--- config.mk ---
export PLATFORM = sky130hd
export DESIGN_NAME = ram_arbiter
export DESIGN_NICKNAME = d
export VERILOG_FILES = /design/src/rtl/ram_arbiter.sv
export SDC_FILE = /design/constraint.sdc
export NUM_CORES = 1
export LEC_CHECK = 0
export CAP_MARGIN = 30
export CORE_UTILIZATION = 40
export DETAILED_ROUTE_END_ITERATION = 8
export HOLD_SLACK_MARGIN = 0.03
export PLACE_DENSITY = 0.83
export SLEW_MARGIN = 20
export SYNTH_ARGS = -nofsm -noshare
export SYNTH_HDL_FRONTEND = slang
export SYNTH_SLANG_ARGS = --single-unit
--- constraint.sdc ---
create_clock -name CLK -period 2.63 [get_ports CLK]
set_input_delay 0.526 -clock CLK [delete_from_list [all_inputs] [get_ports CLK]]
set_output_delay 0.526 -clock CLK [all_outputs]
set_load 0.02 [all_outputs]
--- src/rtl/ram_arbiter.sv ---
// Round-robin arbiter sharing one single-port synchronous RAM between requesters A and B.
// Every RAM-side output is decoded from registered state, so request inputs never reach the RAM combinationally.
module ram_arbiter #(
  parameter int ADDR_WIDTH = 8,
  parameter int DATA_WIDTH = 10
) (
  input  logic                  CLK,
  input  logic                  RST_N,
  input  logic                  REQ_A,
  input  logic                  REQ_B,
  input  logic                  WE_A,
  input  logic                  WE_B,
  input  logic [ADDR_WIDTH-1:0] ADDR_A,
  input  logic [ADDR_WIDTH-1:0] ADDR_B,
  input  logic [DATA_WIDTH-1:0] DIN_A,
  input  logic [DATA_WIDTH-1:0] DIN_B,
  output logic                  ACK_A,
  output logic                  ACK_B,
  output logic [DATA_WIDTH-1:0] DOUT_A,
  output logic [DATA_WIDTH-1:0] DOUT_B,
  output logic                  BUSY,
  output logic                  RAM_EN,
  output logic                  RAM_WE,
  output logic [ADDR_WIDTH-1:0] RAM_ADDR,
  output logic [DATA_WIDTH-1:0] RAM_DIN,
  input  logic [DATA_WIDTH-1:0] RAM_DOUT
);

  typedef enum logic [1:0] {IDLE, ACCESS, RDATA, ACK} state_e;

  state_e                state_q, state_d;
  logic                  win_b_q, win_b_d;
  logic                  last_b_q, last_b_d;
  logic                  we_q, we_d;
  logic [ADDR_WIDTH-1:0] addr_q, addr_d;
  logic [DATA_WIDTH-1:0] din_q, din_d;
  logic [DATA_WIDTH-1:0] dout_a_q, dout_a_d;
  logic [DATA_WIDTH-1:0] dout_b_q, dout_b_d;
  logic                  grant_b;

  always_comb begin
    state_d  = state_q;
    win_b_d  = win_b_q;
    last_b_d = last_b_q;
    we_d     = we_q;
    addr_d   = addr_q;
    din_d    = din_q;
    dout_a_d = dout_a_q;
    dout_b_d = dout_b_q;
    // B wins when it is alone, or when both ask and A was served last
    grant_b  = REQ_B && (!REQ_A || !last_b_q);
    case (state_q)
      IDLE: begin
        if (REQ_A || REQ_B) begin
          win_b_d = grant_b;
          we_d    = grant_b ? WE_B   : WE_A;
          addr_d  = grant_b ? ADDR_B : ADDR_A;
          din_d   = grant_b ? DIN_B  : DIN_A;
          state_d = ACCESS;
        end
      end
      ACCESS: state_d = we_q ? ACK : RDATA;
      RDATA: begin
        if (win_b_q) dout_b_d = RAM_DOUT;
        else         dout_a_d = RAM_DOUT;
        state_d = ACK;
      end
      ACK: begin
        last_b_d = win_b_q;
        state_d  = IDLE;
      end
      default: state_d = IDLE;
    endcase
  end

  always_ff @(posedge CLK) begin
    if (!RST_N) begin
      state_q  <= IDLE;
      win_b_q  <= 1'b0;
      last_b_q <= 1'b1;
      we_q     <= 1'b0;
      addr_q   <= '0;
      din_q    <= '0;
      dout_a_q <= '0;
      dout_b_q <= '0;
    end else begin
      state_q  <= state_d;
      win_b_q  <= win_b_d;
      last_b_q <= last_b_d;
      we_q     <= we_d;
      addr_q   <= addr_d;
      din_q    <= din_d;
      dout_a_q <= dout_a_d;
      dout_b_q <= dout_b_d;
    end
  end

  assign RAM_EN   = (state_q == ACCESS) || (state_q == RDATA);
  assign RAM_WE   = (state_q == ACCESS) && we_q;
  assign RAM_ADDR = addr_q;
  assign RAM_DIN  = din_q;
  assign BUSY     = (state_q != IDLE);
  assign ACK_A    = (state_q == ACK) && !win_b_q;
  assign ACK_B    = (state_q == ACK) && win_b_q;
  assign DOUT_A   = dout_a_q;
  assign DOUT_B   = dout_b_q;

endmodule

==> out/qor.csv, run 1 <==
stage,metric,value,unit
global_route,GR Layer Usage met2,37.7,%
worst_setup_path,"Req. time, crit path",2100,ps
cts,CTS tree,built,
synthesis,synthesized flop and latch total,43,
finish,Layout Area Growth over Synthesis,59.4,%
worst_setup_path,crit path launch type,register,
worst_setup_path,Critical Path Sink,BUSY,
global_route,pin count of the biggest net entering global routing,44,
floorplan,Core Rows,23,
place,cell count after placement,355,
global_route,M1 GR Usage,24.8,%
timing,fin crit share,87.2,%
route,drt wl/cell,13.8,um
timing,Worst Skew,5.58,ps
finish,post-route insts no fill,363,
run_status,status,"finished, final reports clean",
global_route,met3 Use GR,10.9,%
synthesis,yosys warns,0,
timing,Period minus WS final,2290,ps
timing,Peak Freq,436,MHz
global_route,gr busiest metal,met2,
timing,Hold Fails Final Rpt,0,
power,Sequential Power Share,35.6,%
route,Vias,1837,
global_route,Total GRT Usage,22.5,%
place,gpl congestion,0.714,
global_route,first-pass GRT wire length,7760,um
synthesis,post-synth cell types,24,
finish,fill count,351,
worst_setup_path,nature of the critical path endpoint,output port,
power,Logic pwr share,48.0,%
synthesis,post-synthesis average cell area,8.08,um2
global_route,initial antenna violation count,0,
finish,Final Net Count,368,
cts,Worst-Skew Late Latency,300,ps
cts,CTS Buf Count,5,
global_route,gr ovfl total,0,
floorplan,Boundary Pins,95,
timing,worst-margin pin slew,621,ps
power,switching pwr,1.01,mW
synthesis,leading area contributor after synthesis,dfxtp_1,
cts,clock tree buffer depth,2,
timing,relative slew slack,58.5,%
global_route,vias in the first global route,1768,
synthesis,Synth Net Count,277,
synthesis,synth top area cells,"dfxtp_1 48%, nand2_1 13%, a21oi_1 11%, a21boi_0 8.4%, o21ai_0 5.3%",
route,DRC,0,
cts,root buf cell,clkbuf_8,
timing,Final Max Slew Viols,0,
timing,Total Neg Setup Slack,0,ps
power,VDD IR-drop max,0.582,mV
worst_setup_path,Critical R2R Launch,state_q[0],
worst_setup_path,cell chain of the critical path,inv_1 -> ha_1 -> inv_2 -> clkdlybuf4s50_1,
synthesis,post-synth top area share,48.2,%
synthesis,post-synthesis cell count,221,
cts,hold buffer count at cts,0,
timing,final setup violation count,0,
synthesis,sequential area share after synthesis,48.2,%
route,Starting DRT DRC Count,151,
worst_setup_path,"Data arrival, critical path",1770,ps
cts,"Reg clk slew, reported paths",80,ps
run,max-cap violations,0,
power,Pwr Density,909,mW/mm2
finish,share of cells above drive strength 1,5.11,%
cts,setup repair bufs after CTS,0,
route,Vias/cell,5.06,
worst_setup_path,Crit Path Category,reg -> out,
worst_setup_path,RR Endpoint,we_q,
floorplan,die height,68.8,um
place,Buffers on Ports,94,
route,Final ANT Viol Nets,0,
power,Clock power frac,16.3,%
route,Post-Route WL,5000,um
power,internal power,1.58,mW
power,leak pwr,1.06,nW
route,drt pass-1 iters,5,
worst_hold_path,Hold Path Class,reg -> reg,
worst_setup_path,r2r worst-path depth,6,
finish,number of diodes,0,
place,Post-DP HPWL,3600,um
worst_setup_path,Crit. Startpoint,state_q[0],
worst_setup_path,reg-to-reg setup timing slack,950,ps
worst_setup_path,max incr delay on CP,610,ps
cts,clock sinks,43,
floorplan,die area,0.00473,mm2
finish,Register Area,861,um2
cts,# resized after CTS,0,
power,sw frac,39.1,%
timing,RSZ-0062 raised after global routing,no,
worst_setup_path,Worst path slowest cell,clkdlybuf4s50_1,
power,overall power,2.59,mW
finish,footprint of the multi-input gates,847,um2
cts,H-tree depth,2,
floorplan,Die W,68.8,um
floorplan,Core Box Area,0.00414,mm2
synthesis,Post-Syn Area,0.00179,mm2
floorplan,Initial Utilization,43.1,%
worst_setup_path,crit-path max FO,6,
through the flow:
stage	hold slack, ps	setup slack, ps	utilization, %	instance area, um2
after global routing	498	227	68.7	2850
after CTS	469	319	68.7	2850
after global placement	452	642	66.5	2760
after detailed placement	457	609	66.5	2760
final	467	336	68.7	2850
after floorplan	460	1180	-	1790
logic make-up (layout without fill, tap and decap cells):
logic type                 count (synthesis)  count (layout)  share of synthesized area, %
AOI/OAI and AO/OA                         87              87                          29.1
buffers and inverters                     18             110                          4.34
and+or+nand+nor                           69              69                          15.6
DFF                                       43              43                          48.2
adders and majority gates                  4               4                          2.80
registers in the layout (all words and copies together) (netlist names):
signal and count:
DOUT_A 10, DOUT_B 10, RAM_DIN 10, RAM_ADDR 8
state_q 2, last_b_q 1, we_q 1, win_b_q 1
power by group through the flow:
stage               clock network [mW]  logic (mW)  registers [mW]
global route                     0.463        1.35           0.940
finish                           0.422        1.24           0.922
detailed placement                   0        1.25           0.932
global placement                     0        1.22           0.931
CTS                              0.432        1.25           0.921
floorplan                            0       0.530            1.10
metal layers:
metal	wire [um]	vias to the layer above
met5	0	-
met4	76	0
met3	554	8
met2	2290	78
met1	2070	825
li1	-	926
worst max-delay path, delay by kind of cell, from the launching register on:
| family | cells | cell delay [ps] |
|---|---|---|
| buffers and inverters | 3 | 800 |
| flip-flops | 1 | 370 |
| adder cells (fa/ha/maj) | 1 | 290 |
cell type report:
class / count / share of cell area, %
well taps: 50 / 2.20
inverters: 4 / 0.528
flip-flops and latches: 43 / 30.3
clock inverters: 3 / 0.704
clock buffers: 5 / 2.42
multi-input cells: 160 / 29.8
repair buffers: 98 / 34.1
synthesized netlist by cell type:
library cell,count
a21bo_2,1
a21boi_0,20
a21boi_1,2
a21oi_1,39
a22oi_1,1
and2_1,3
buf_2,5
buf_4,1
clkbuf_1,8
dfxtp_1,43
ha_1,4
inv_1,3
inv_2,1
nand2_1,61
nand2b_1,1
nor2_1,1
nor2b_1,2
o211ai_1,1
o21a_4,1
o21ai_0,19
o21ai_1,1
o311a_2,1
o31ai_1,1
or4_1,1
worst min-delay path by stage:
stage               startpoint   endpoint  depth (start not counted)
finish               DOUT_B[1]  DOUT_B[1]                          2
global route         DOUT_B[3]  DOUT_B[3]                          2
CTS                  DOUT_B[1]  DOUT_B[1]                          2
detailed placement   DOUT_B[1]  DOUT_B[1]                          2
global placement     DOUT_A[9]  DOUT_A[9]                          2
floorplan             last_b_q   last_b_q                          2
placed cells by master, fill, tap and decap left out, types with 2 or more instances in the layout:
master           synthesis  final
inv_1                    3      3
clkbuf_8                 0      5
nor2b_1                  2      2
o21ai_0                 19     19
buf_4                    1      4
a21boi_1                 2      2
dfxtp_1                 43     43
clkinvlp_4               0      2
ha_1                     4      4
a21oi_1                 39     39
and2_1                   3      3
a21boi_0                20     20
nand2_1                 61     61
clkdlybuf4s50_1          0     94
No activity file was read; power rests on OpenSTA's default activity.
==> inputs of run 2 (changes only) <==
PLACE_DENSITY = 0.78   (was 0.83)
==> run 2 against run 1 <==
Effect of this change: sequential share of layout area shrank 0.12 points; hold slack lost 4.5 ps; clock power grew 8.5%; combinational power is essentially flat; largest cell class unchanged; highest routed layer unchanged.
==> out/qor.csv, run 2 (synthesized netlist as in run 1, its figures left out) <==
stage,metric,value,unit
run_status,status,"finished, final reports clean",
finish,share of cells above drive strength 1,4.79,%
timing,Hold Fails Final Rpt,0,
cts,H-tree depth,2,
place,cell count after placement,355,
floorplan,Initial Utilization,43.1,%
cts,setup repair bufs after CTS,0,
finish,fill count,372,
global_route,vias in the first global route,1654,
worst_setup_path,crit-path max FO,6,
finish,Final Net Count,368,
global_route,initial antenna violation count,0,
route,Vias/cell,5.01,
route,Final ANT Viol Nets,0,
timing,fin crit share,87.0,%
worst_setup_path,cell chain of the critical path,inv_1 -> ha_1 -> inv_2 -> clkdlybuf4s50_1,
timing,Peak Freq,437,MHz
place,Post-DP HPWL,3480,um
floorplan,Boundary Pins,95,
worst_setup_path,"Data arrival, critical path",1760,ps
floorplan,die area,0.00473,mm2
run,max-cap violations,0,
timing,Total Neg Setup Slack,0,ps
worst_setup_path,crit path launch type,register,
floorplan,die height,68.8,um
global_route,first-pass GRT wire length,7590,um
cts,CTS Buf Count,5,
timing,Worst Skew,4.79,ps
timing,RSZ-0062 raised after global routing,no,
worst_setup_path,Worst path slowest cell,clkdlybuf4s50_1,
cts,root buf cell,clkbuf_8,
worst_setup_path,nature of the critical path endpoint,output port,
power,Pwr Density,922,mW/mm2
finish,"most common cell after layout, fill and taps aside",clkdlybuf4s50_1,
worst_setup_path,max incr delay on CP,620,ps
worst_hold_path,hold path depth,2,
finish,fin util,68.9,%
route,Post-Route WL,4850,um
route,drt wl/cell,13.4,um
timing,Period minus WS final,2290,ps
worst_setup_path,r2r worst-path depth,6,
place,gpl congestion,0.709,
route,DRC,0,
finish,Layout Area Growth over Synthesis,60.0,%
place,Buffers on Ports,94,
worst_setup_path,Crit Path Category,reg -> out,
timing,Final Max Slew Viols,0,
global_route,Total GRT Usage,22.4,%
cts,clock sinks,43,
finish,number of diodes,0,
floorplan,Core Rows,23,
finish,post-route insts no fill,363,
cts,"Reg clk slew, reported paths",80,ps
global_route,pin count of the biggest net entering global routing,44,
route,Starting DRT DRC Count,51,
global_route,gr ovfl total,0,
timing,worst-margin pin slew,631,ps
route,Vias,1819,
floorplan,Core Box Area,0.00414,mm2
floorplan,Die W,68.8,um
cts,# resized after CTS,0,
cts,clock tree buffer depth,2,
timing,final setup violation count,0,
route,drt pass-1 iters,4,
power,VDD IR-drop max,0.565,mV
cts,CTS tree,built,
worst_setup_path,"Req. time, crit path",2100,ps
timing,relative slew slack,57.9,%
cts,hold buffer count at cts,0,
power,overall power,2.63,mW
cts,Worst-Skew Late Latency,300,ps
finish,most frequent cells in the layout,"94 x clkdlybuf4s50_1, 61 x nand2_1, 43 x dfxtp_1",
power,leak pwr,1.07,nW
timing,Hold WS,463,ps
worst_hold_path,Hold Path Class,reg -> reg,
## run 2: cell count changes in the layout (fill, tap and decap cells not counted)
cell	change
clkinvlp_4	-2
clkbuf_1	+1
clkinv_2	-1
clkbuf_8	+2
## run 2: area by class of cell
class                      instances  area (um2)  share of cell area [%]
timing repair buffer              98         971                    34.0
sequential                        43         861                    30.1
multi-input combinational        160         847                    29.7
clock buffer                       8         100                    3.50
tap                               50        62.6                    2.19
inverter                           4        15.0                   0.526
## run 2: report_power, final
group,switching [mW],total [mW],internal (mW)
Combinational,0.680,1.26,0.575
Clock,0.218,0.458,0.240
Sequential,0.0949,0.920,0.825
Total,0.994,2.63,1.64
## run 2: worst paths after layout
| path | start | to | slack, ps |
|---|---|---|---|
| min | DOUT_A[9] | DOUT_A[9] | 460 |
| min reg2reg | DOUT_A[9] | DOUT_A[9] | 460 |
| max reg2reg | state_q[0] | RAM_ADDR[4] | 980 |
| max | state_q[0] | BUSY | 340 |
## run 2: stage by stage
stage	setup WS [ps]	area (um2)
finish	343	2860
global route	259	2860
CTS	341	2860
detailed placement	528	2760
global placement	613	2760
floorplan	1180	1790
## run 2: metal layers
| layer | vias to the layer above | wire length, um | global-route usage, % |
|---|---|---|---|
| met1 | 809 | 1950 | 24.0 |
| met3 | 5 | 570 | 10.9 |
| li1 | 931 | - | - |
| met4 | 0 | 72 | 9.44 |
| met2 | 74 | 2260 | 37.4 |
| met5 | - | 0 | 0 |
## run 2: worst max-delay path, delay by kind of cell, from the launching register on
family | cells | cell delay (ps)
buffers and inverters | 3 | 810
DFF | 1 | 360
adders and majority gates | 1 | 300
==> inputs of run 3 (changes only) <==
ABC_CLOCK_PERIOD_IN_PS = 2630   (was not set)
CORE_UTILIZATION = 26   (was 40)
PLACE_DENSITY = 0.54   (was 0.78)
==> run 3 against run 2 <==
Effect of this change: the run now ends with design-rule violations left; global-route usage decreased by 7.3 points; fmax increased by 1.4%; routed wire length increased by 7.9%; power decreased by 2.2%; register-to-register slack got worse by 40 ps; first-iteration DRC count increased by 16%; combinational power about the same; hold slack got worse by 1.7 ps; sequential share of layout area decreased by 0.079 points; non-clock buffer count decreased by 1; utilization decreased by 25 points; setup slack improved by 31 ps; critical path type unchanged; largest power group unchanged; highest routed layer unchanged.
==> out/qor.csv, run 3 (synthesized netlist as in run 1, its figures left out) <==
stage,metric,value,unit
finish,Layout Area Growth over Synthesis,60.4,%
worst_setup_path,crit-path max FO,6,
timing,Period minus WS final,2260,ps
route,drt wl/cell,13.5,um
timing,fin crit share,85.8,%
power,VDD IR-drop max,0.440,mV
worst_setup_path,max incr delay on CP,590,ps
global_route,M1 GR Usage,18.9,%
finish,most frequent cells in the layout,"94 x clkdlybuf4s50_1, 61 x nand2_1, 43 x dfxtp_1",
timing,Final Max Slew Viols,0,
cts,# resized after CTS,0,
cts,hold buffer count at cts,0,
timing,Total Neg Setup Slack,0,ps
cts,CTS Buf Count,5,
power,leak pwr,1.05,nW
global_route,initial antenna violation count,0,
finish,"most common cell after layout, fill and taps aside",clkdlybuf4s50_1,
route,DRC,7,
worst_setup_path,cell chain of the critical path,inv_1 -> ha_1 -> inv_2 -> clkdlybuf4s50_1,
global_route,pin count of the biggest net entering global routing,44,
floorplan,Core Rows,29,
power,Pwr Density,899,mW/mm2
timing,relative slew slack,48.7,%
cts,H-tree depth,2,
finish,share of cells above drive strength 1,4.17,%
run_status,failing checks,design-rule violations,
global_route,vias in the first global route,1794,
timing,final setup violation count,0,
cts,setup repair bufs after CTS,0,
cts,Worst-Skew Late Latency,290,ps
finish,Final Net Count,367,
global_route,met3 Use GR,6.91,%
power,overall power,2.58,mW
worst_setup_path,nature of the critical path endpoint,output port,
global_route,GR Layer Usage met2,23.1,%
route,Post-Route WL,5240,um
timing,Peak Freq,443,MHz
worst_setup_path,Crit Path Category,reg -> out,
route,Vias/cell,4.67,
worst_setup_path,"Data arrival, critical path",1730,ps
place,gpl congestion,0.729,
worst_setup_path,"Req. time, crit path",2100,ps
cts,"Reg clk slew, reported paths",80,ps
timing,Hold Fails Final Rpt,0,
route,Final ANT Viol Nets,0,
cts,clock sinks,43,
place,Post-DP HPWL,3500,um
floorplan,Die W,84.9,um
worst_setup_path,Buf/Inv on CP,3,
run_status,status,"finished, violations left",
worst_setup_path,CP top delay family,buffers and inverters,
run,max-cap violations,0,
place,Buffers on Ports,94,
worst_setup_path,Critical R2R Launch,state_q[0],
floorplan,Boundary Pins,95,
floorplan,Core Box Area,0.00649,mm2
route,Starting DRT DRC Count,59,
finish,number of diodes,0,
timing,RSZ-0062 raised after global routing,no,
cts,root buf cell,clkbuf_8,
timing,worst-margin pin slew,768,ps
worst_hold_path,hold path start,DOUT_B[8],
worst_setup_path,Worst path slowest cell,clkdlybuf4s50_1,
cts,CTS tree,built,
floorplan,Initial Utilization,27.5,%
global_route,gr ovfl total,0,
timing,Worst Skew,6.04,ps
cts,clock tree buffer depth,2,
route,Vias,1818,
worst_setup_path,Crit. Startpoint,state_q[0],
route,drt pass-1 iters,7,
floorplan,die area,0.00720,mm2
global_route,first-pass GRT wire length,8620,um
global_route,Total GRT Usage,15.1,%
worst_hold_path,Hold Path Class,reg -> reg,
global_route,gr busiest metal,met2,
worst_setup_path,crit path launch type,register,
floorplan,die height,84.9,um
[run 3: metrics by stage]
stage	setup slack (ps)	hold WS (ps)	util [%]	cells	area, um2
floorplan	1180	460	-	221	1790
global placement	728	450	42.8	381	2780
detailed placement	684	456	42.8	381	2780
CTS	359	467	44.1	389	2860
global route	291	492	44.1	389	2860
finish	374	461	44.1	389	2860
[run 3: path summary, 6_finish.rpt]
path	depth (start not counted)	slack, ps	endpoint
setup / recovery	4	370	BUSY
hold / removal	2	460	DOUT_B[8]
setup reg to reg	5	940	DOUT_A[8]
hold reg to reg	2	460	DOUT_B[8]
[run 3: worst reg2reg max path: cells and delay by family, from the launching register on]
| family | cells | cell delay [ps] |
|---|---|---|
| buffers and inverters | 1 | 120 |
| adder cells (fa/ha/maj) | 1 | 220 |
| AO/OA/AOI/OAI | 1 | 200 |
| AND/OR/NAND/NOR | 2 | 740 |
| flip-flops | 1 | 330 |
[run 3: power breakdown]
group	internal, mW	switching (mW)	leakage, nW
sequential	0.825	0.0886	0.352
combinational	0.563	0.692	0.659
clock	0.187	0.220	0.0422
total	1.58	1.00	1.05
[run 3: per-layer routing]
layer	up-vias	wire length, um
met4	0	53
met2	74	2220
met1	816	2340
met3	5	622
met5	-	0
li1	923	-
[run 3: final cells by class]
type | instances | area [um2]
Sequential cell | 43 | 861
Clock inverter | 1 | 5.00
Fill cell | 695 | 3630
Multi-Input combinational cell | 160 | 847
Inverter | 4 | 15.0
Tap cell | 77 | 96.3
Timing Repair Buffer | 97 | 963
Clock buffer | 7 | 76.3
